<file path="src/rtl/uart_cmd_assembler.sv">
`default_nettype none
// ============================================================================
// Module      : uart_cmd_assembler
// Description : Assembles 4-byte command frames {SYNC, CMD_HI, CMD_LO, CHK}
//               from the byte stream of a UART receiver. A frame is good when
//               CHK == ~(CMD_HI + CMD_LO), with the sum taken over 8 bits and
//               the carry dropped. A good frame updates the 16-bit command and
//               raises cmd_rdy_o.
//               Bad checksums and inter-byte timeouts each produce a one-cycle
//               frm_err_o pulse. A good frame that lands while cmd_rdy_o is
//               still set produces a one-cycle ovr_err_o pulse.
// Ports       : clk             system clock
//               rst_n           asynchronous active-low reset
//               rx_rdy_i        receiver byte-valid flag (level)
//               rx_data_i[7:0]  received byte
//               clr_rx_rdy_o    byte consumed (combinational, equals rx_rdy_i)
//               cmd_o[15:0]     last valid command {CMD_HI, CMD_LO}
//               cmd_rdy_o       new command available (level)
//               clr_cmd_rdy_i   consumer acknowledge, clears cmd_rdy_o
//               frm_err_o       1-cycle pulse: bad checksum or timeout
//               ovr_err_o       1-cycle pulse: command overrun
// Revision    : 1.0 - initial release
// ============================================================================
module uart_cmd_assembler #(
    parameter logic [7:0]  SYNC_BYTE = 8'hA5,
    parameter int unsigned TIMEOUT   = 500000,
    parameter int unsigned TO_W      = 20
) (
    input  logic        clk,
    input  logic        rst_n,
    input  logic        rx_rdy_i,
    input  logic [7:0]  rx_data_i,
    output logic        clr_rx_rdy_o,
    output logic [15:0] cmd_o,
    output logic        cmd_rdy_o,
    input  logic        clr_cmd_rdy_i,
    output logic        frm_err_o,
    output logic        ovr_err_o
);

    localparam logic [TO_W-1:0] c_to_last = TO_W'(TIMEOUT - 1);

    typedef enum logic [1:0] {
        S_IDLE = 2'd0,
        S_HI   = 2'd1,
        S_LO   = 2'd2,
        S_CHK  = 2'd3
    } state_t;

    state_t            state_q,   state_d;
    logic [7:0]        hi_q,      hi_d;
    logic [7:0]        lo_q,      lo_d;
    logic [TO_W-1:0]   timer_q,   timer_d;
    logic [15:0]       cmd_q,     cmd_d;
    logic              cmd_rdy_q, cmd_rdy_d;
    logic              frm_err_q, frm_err_d;
    logic              ovr_err_q, ovr_err_d;

    logic [7:0]        w_sum;
    logic              w_chk_ok;
    logic              w_good;

    // Every byte presented is consumed in the same cycle.
    assign clr_rx_rdy_o = rx_rdy_i;

    assign w_sum    = hi_q + lo_q;
    assign w_chk_ok = (rx_data_i == ~w_sum);

    always_comb begin
        state_d   = state_q;
        hi_d      = hi_q;
        lo_d      = lo_q;
        timer_d   = timer_q;
        cmd_d     = cmd_q;
        cmd_rdy_d = cmd_rdy_q;
        frm_err_d = 1'b0;
        ovr_err_d = 1'b0;
        w_good    = 1'b0;

        if (clr_cmd_rdy_i) begin
            cmd_rdy_d = 1'b0;
        end

        case (state_q)
            S_IDLE: begin
                if (rx_rdy_i && (rx_data_i == SYNC_BYTE)) begin
                    state_d = S_HI;
                end
            end
            S_HI: begin
                // SYNC_BYTE is ordinary data here; there is no resync.
                if (rx_rdy_i) begin
                    hi_d    = rx_data_i;
                    state_d = S_LO;
                end
            end
            S_LO: begin
                if (rx_rdy_i) begin
                    lo_d    = rx_data_i;
                    state_d = S_CHK;
                end
            end
            S_CHK: begin
                if (rx_rdy_i) begin
                    state_d = S_IDLE;
                    if (w_chk_ok) begin
                        w_good = 1'b1;
                    end else begin
                        frm_err_d = 1'b1;
                    end
                end
            end
            default: begin
                state_d = S_IDLE;
            end
        endcase

        // Inter-byte timer: idle-held, cleared by any accepted byte. An accept
        // in the expiry cycle takes priority over the timeout.
        if (state_q == S_IDLE) begin
            timer_d = '0;
        end else if (rx_rdy_i) begin
            timer_d = '0;
        end else if (timer_q == c_to_last) begin
            timer_d   = '0;
            state_d   = S_IDLE;
            frm_err_d = 1'b1;
        end else begin
            timer_d = timer_q + TO_W'(1);
        end

        // Setting cmd_rdy overrides a same-cycle clear.
        if (w_good) begin
            cmd_d     = {hi_q, lo_q};
            cmd_rdy_d = 1'b1;
            ovr_err_d = cmd_rdy_q;
        end
    end

    always_ff @(posedge clk or negedge rst_n) begin
        if (!rst_n) begin
            state_q   <= S_IDLE;
            hi_q      <= 8'h00;
            lo_q      <= 8'h00;
            timer_q   <= '0;
            cmd_q     <= 16'h0000;
            cmd_rdy_q <= 1'b0;
            frm_err_q <= 1'b0;
            ovr_err_q <= 1'b0;
        end else begin
            state_q   <= state_d;
            hi_q      <= hi_d;
            lo_q      <= lo_d;
            timer_q   <= timer_d;
            cmd_q     <= cmd_d;
            cmd_rdy_q <= cmd_rdy_d;
            frm_err_q <= frm_err_d;
            ovr_err_q <= ovr_err_d;
        end
    end

    assign cmd_o     = cmd_q;
    assign cmd_rdy_o = cmd_rdy_q;
    assign frm_err_o = frm_err_q;
    assign ovr_err_o = ovr_err_q;

endmodule
`default_nettype wire

</file>
<file path="config.mk">
export PLATFORM = sky130hd
export DESIGN_NAME = uart_cmd_assembler
export DESIGN_NICKNAME = d
export VERILOG_FILES = /design/src/rtl/uart_cmd_assembler.sv
export SDC_FILE = /design/constraint.sdc
export NUM_CORES = 1
export LEC_CHECK = 0
export ABC_AREA = 1
export CAP_MARGIN = 30
export CORE_AREA = 3 3 86 88
export DETAILED_ROUTE_END_ITERATION = 8
export DIE_AREA = 0 0 89 91
export PLACE_DENSITY = 0.73
export RECOVER_POWER = 100
export REMOVE_ABC_BUFFERS = 1
export SLEW_MARGIN = 10
export SYNTH_ARGS = -nofsm -noshare
export SYNTH_HDL_FRONTEND = slang
export SYNTH_SLANG_ARGS = --single-unit
</file>
<file path="constraint.sdc">
create_clock -name clk -period 4.8 [get_ports clk]
set_input_delay 0.48 -clock clk [delete_from_list [all_inputs] [get_ports clk]]
set_output_delay 0.48 -clock clk [all_outputs]
set_load 0.02 [all_outputs]
</file>
* Yosys cells after proc, flatten, opt, wreduce, memory -nomap -nowiden
Cells that the tools add are included.
** Operators by class
- Reductions and logical operators :: 5
- Bitwise gates (word level) :: 1
- Equality and inequality tests :: 6
- Mux-type cells :: 23
- $add $sub $neg :: 2
** Operators with widths (number)
- $mux W20 :: 3
- $add A20 B1 Y20 const B :: 1
- $eq A20 B19 Y1 const B :: 1
- $mux W2 :: 7
- $mux W1 :: 12
- $add A8 B8 Y8 :: 1
- $eq A8 B8 Y1 :: 1
- $eq A8 B8 Y1 const B :: 1
- $not A8 Y8 :: 1
- $pmux W2 S4 :: 1
- $eq A2 B2 Y1 const B :: 2
- $reduce_and A2 Y1 :: 2
- $eq A2 B1 Y1 const B :: 1
- $logic_not A2 Y1 :: 1
- $reduce_bool A2 Y1 :: 1
- $logic_and A1 B1 Y1 :: 1
** Storage, ports and cells
- Register bits :: 57
- Logic and storage cells :: 45

* Logic depth before layout (Yosys ltp)
- Depth after elaboration :: 9
- Mapped depth :: 17
- Depth with buffers taken out :: 16

* Worst setup path before layout
OpenSTA, ideal clock, no wires.
- Path type :: register -> register
- Start :: register hi_q[0]
- End :: register cmd_q[0] (netlist: cmd_o[0])
- Path slack :: 2.577 ns
- Arrival time :: 2.106 ns
- Library setup time :: 0.117 ns
- Period minus slack after synthesis :: 2.223 ns
- Required time :: 4.683 ns
- Cell stages (with the launch flop) :: 15
- Path through :: dfrtp_1 > ha_1 > inv_1 > fa_1 > xnor2_1 > nand2_1 > nor2_4 > nand2_1 > nor2_2 > inv_2 > nor2_8 > nand3_4 > buf_6 > nand2_1 > nand2_1
** On the way
- Word-level cells in the longest chain between the ends :: 6
** RTL lines
- start, declared :: RTL line 51 : logic [7:0] hi_q, hi_d;
- start signal, assigned :: RTL line 152 : hi_q <= hi_d;
- $add A8 B8 Y8 :: RTL line 66 : assign w_sum = hi_q + lo_q;
- $not A8 Y8 :: RTL line 67 : assign w_chk_ok = (rx_data_i == ~w_sum);
- $eq A8 B8 Y1 :: RTL line 67
- $mux W1 :: RTL line 106 : if (w_chk_ok) begin
- $mux W1 :: RTL line 104 : if (rx_rdy_i) begin
- $mux W1 :: RTL line 84 : case (state_q)
- end signal, assigned :: RTL line 155 : cmd_q <= cmd_d;
- end, declared :: RTL line 54 : logic [15:0] cmd_q, cmd_d;
No other way between the ends.
A chain may end at the register's enable or synchronous reset.

==> flow_metrics.tcl <==
set metrics [dict create \
    crit_buf_inv 2 \
    min_period_over_period_pct 61.43 \
    relSlewSlack_pct -102.2 \
    numCtsBuffers 9 \
    drive_above_1_share_pct 7.731 \
    worstSetupPathDepth 2 \
    stdcell_area_um2 3591 \
    grt_pass1_wl_mm 11.03 \
    holdBufCountCts 0 \
    placed_area_um2 3369 \
    rsz0062_at_grt "false" \
    p_leak_uw 0.001788 \
    overflow 0 \
    coreArea_um2 6719 \
    yosys_warnings 0 \
    antenna_found_initial 0 \
    cts_resized 0 \
    slew_viol_final 58 \
    period_needed_ps 2948 \
    reg2reg_from "hi_q[0]" \
    path_cells "buf_2, clkbuf_1" \
    r2r_setup_slack_ps 1900 \
    die_height_um 91 \
    routedWlPerCell_um 13.27 \
    synthToLayoutAreaGrowth_pct 19.28 \
    violations "max-capacitance violations, max-slew violations" \
    rows 30 \
    endpoint_kind "asynchronous set/reset pin" \
    hp-start "cmd_o[7]" \
    vias 2499 \
    seqCellArea_um2 1426 \
    clock_path_buffers 2 \
    initialDrtViolationCount 137 \
    start_util_pct 44.80 \
    path_max_fanout 57 \
    final_cells 481 \
    cts.htree.levels 3 \
    first_global_vias 2368 \
    cts_tree "yes" \
    nFillCells 601 \
    cts_num_sinks 57 \
    dpl.hpwl_mm 4.522 \
    final_net_count 417 \
    status "finished, violations left" \
    wl_mm 6.384 \
    syn_inst 360 \
    setup_tns_ps 0 \
    hp-class "reg2reg" \
    worstSetupPathType "in2async" \
    dr.pass1.iters 4 \
    synthFlopType "dfrtp_1" \
    diodes 0 \
    critPathSlowestCell "clkbuf_1" \
    ios 32 \
    multi_input_area_um2 1355 \
    syn_area_um2 3010 \
    min_to "cmd_o[7]" \
    powerDensity_nw_per_um2 540.2 \
    worst_slew_pin_slew_ps 3034 \
    holdPathStages 2 \
    cts_setup_buffers 0 \
    max_freq_mhz 339.2 \
    hold_viol_final 0 \
    max_cap_viol_count 1 \
    cp_top_family "buffers and inverters" \
    dpl.cell_count 465 \
    startpoint_type "input pin" \
    ff2ff_path_depth 13 \
    postSynthAreaPerCell_um2 8.362 \
    cts-root-buf "clkbuf_8" \
    die_width_um 89 \
    ys_seq_area_share_pct 47.38 \
    drc 0 \
    peakVddDrop_mv 0.1930 \
    port_buffers 31 \
    finalPower_uw 1940 \
    die_area_um2 8099 \
    ant_nets 0 \
    synthArstFlopShare_pct 100.0 \
    finClkSkew_ps 10.61 \
    synth_edf_count 0 \
    cpPeakStageDelay_ps 2140 \
    grt.total_usage_pct 17.34 \
    grt_max_degree 58 \
    place_congestion 0.8538 \
    critPathArrivalTime_ps 2720 \
    clkLatencyLatePin_ps 330 \
    viasPerCell 5.195 \
    rr_endpoint "cmd_o[1]" \
    netlist-cell-type-count 39 \
    setup_viol 0 \
    dp_slack_ps 2334 \
    synth-seq-cells 57 \
    setup_slack_ps 1852 \
    cp.required_ps 4570 \
    path_clk_slew_ps 60 \
]
-- metrics by stage --
step                utilization [%]  hold WS [ps]
global placement              50.15         444.7
finish                        53.45         463.8
detailed placement            50.15         461.6
CTS                           53.93         301.3
floorplan                         -         184.4
global route                  53.45         484.9
-- synthesized netlist by cell type, types with 8 or more instances --
library cell / instances / area share, %
nand3_1: 15 / 2.5
inv_1: 29 / 3.6
xor2_1: 9 / 2.6
o21ai_0: 12 / 2.0
o21ai_1: 9 / 1.5
ha_1: 8 / 3.3
nand2_1: 97 / 12
nor2_1: 31 / 3.9
dfrtp_1: 57 / 47
nor3_1: 9 / 1.5
a21oi_1: 14 / 2.3
inv_2: 8 / 1.0
nand4_1: 22 / 4.6
-- worst min-delay path, cell delays in order (launching register included) --
cell	delay, ps
dfrtp_1	340
nand2_1	50
nand2_1	40
-- how the worst max path moves through the flow --
stage          startpoint          end  slack [ps]
2_1_floorplan     hi_q[0]     cmd_o[0]        2570
3_3_place_gp      hi_q[0]     cmd_o[1]        2390
3_5_place_dp      hi_q[0]     cmd_o[0]        2330
6_report            rst_n      hi_q[4]        1850
4_1_cts           hi_q[0]     cmd_o[0]        2300
5_1_grt             rst_n  timer_q[14]        1200
-- cell usage in the layout (no fill, tap or decap), types with 11 or more instances in the layout --
cell type	n
nand2_1	97
dfrtp_1	57
inv_1	33
nand4_1	22
o21ai_0	20
dlygate4sd3_1	21
nand3_1	17
clkbuf_8	11
a21oi_1	14
nor2_1	32
-- sequential cells by signal, summed over array words and instances, names as in the netlist --
name,cells
cmd_o,16
cmd_rdy_o,1
frm_err_o,1
hi_q,8
lo_q,8
ovr_err_o,1
state_q,2
timer_q,20
-- metal layers --
layer	track usage, %	up-vias	part of all wire [%]
li1	-	1257	-
met1	25.06	1191	50
met2	25.06	45	45
met3	4.628	6	3.9
met4	5.831	0	1.1
met5	0	-	0
-- cell families after synthesis --
group,Yosys count,synth area share (%)
adders and majority gates,9,3.990
AOI/OAI and AO/OA,40,7.232
DFF,57,47.38
buffers and inverters,46,6.774
and+or+nand+nor,194,30.55
xor gates and xnor gates,14,4.073
-- where the power goes --
part	internal, uW	switching [uW]
sequential	565	78.8
combinational	260	471
clock	374	191
total	1200	741
-- layout make-up --
type	instances	share of cell area [%]
inverters	38	3.972
flip-flops and latches	57	39.72
repair buffers	33	8.711
clock inverters	4	2.753
multi-input cells	257	37.74
well taps	80	2.787
clock buffers	12	4.321
(Power assumes the default switching activity.)
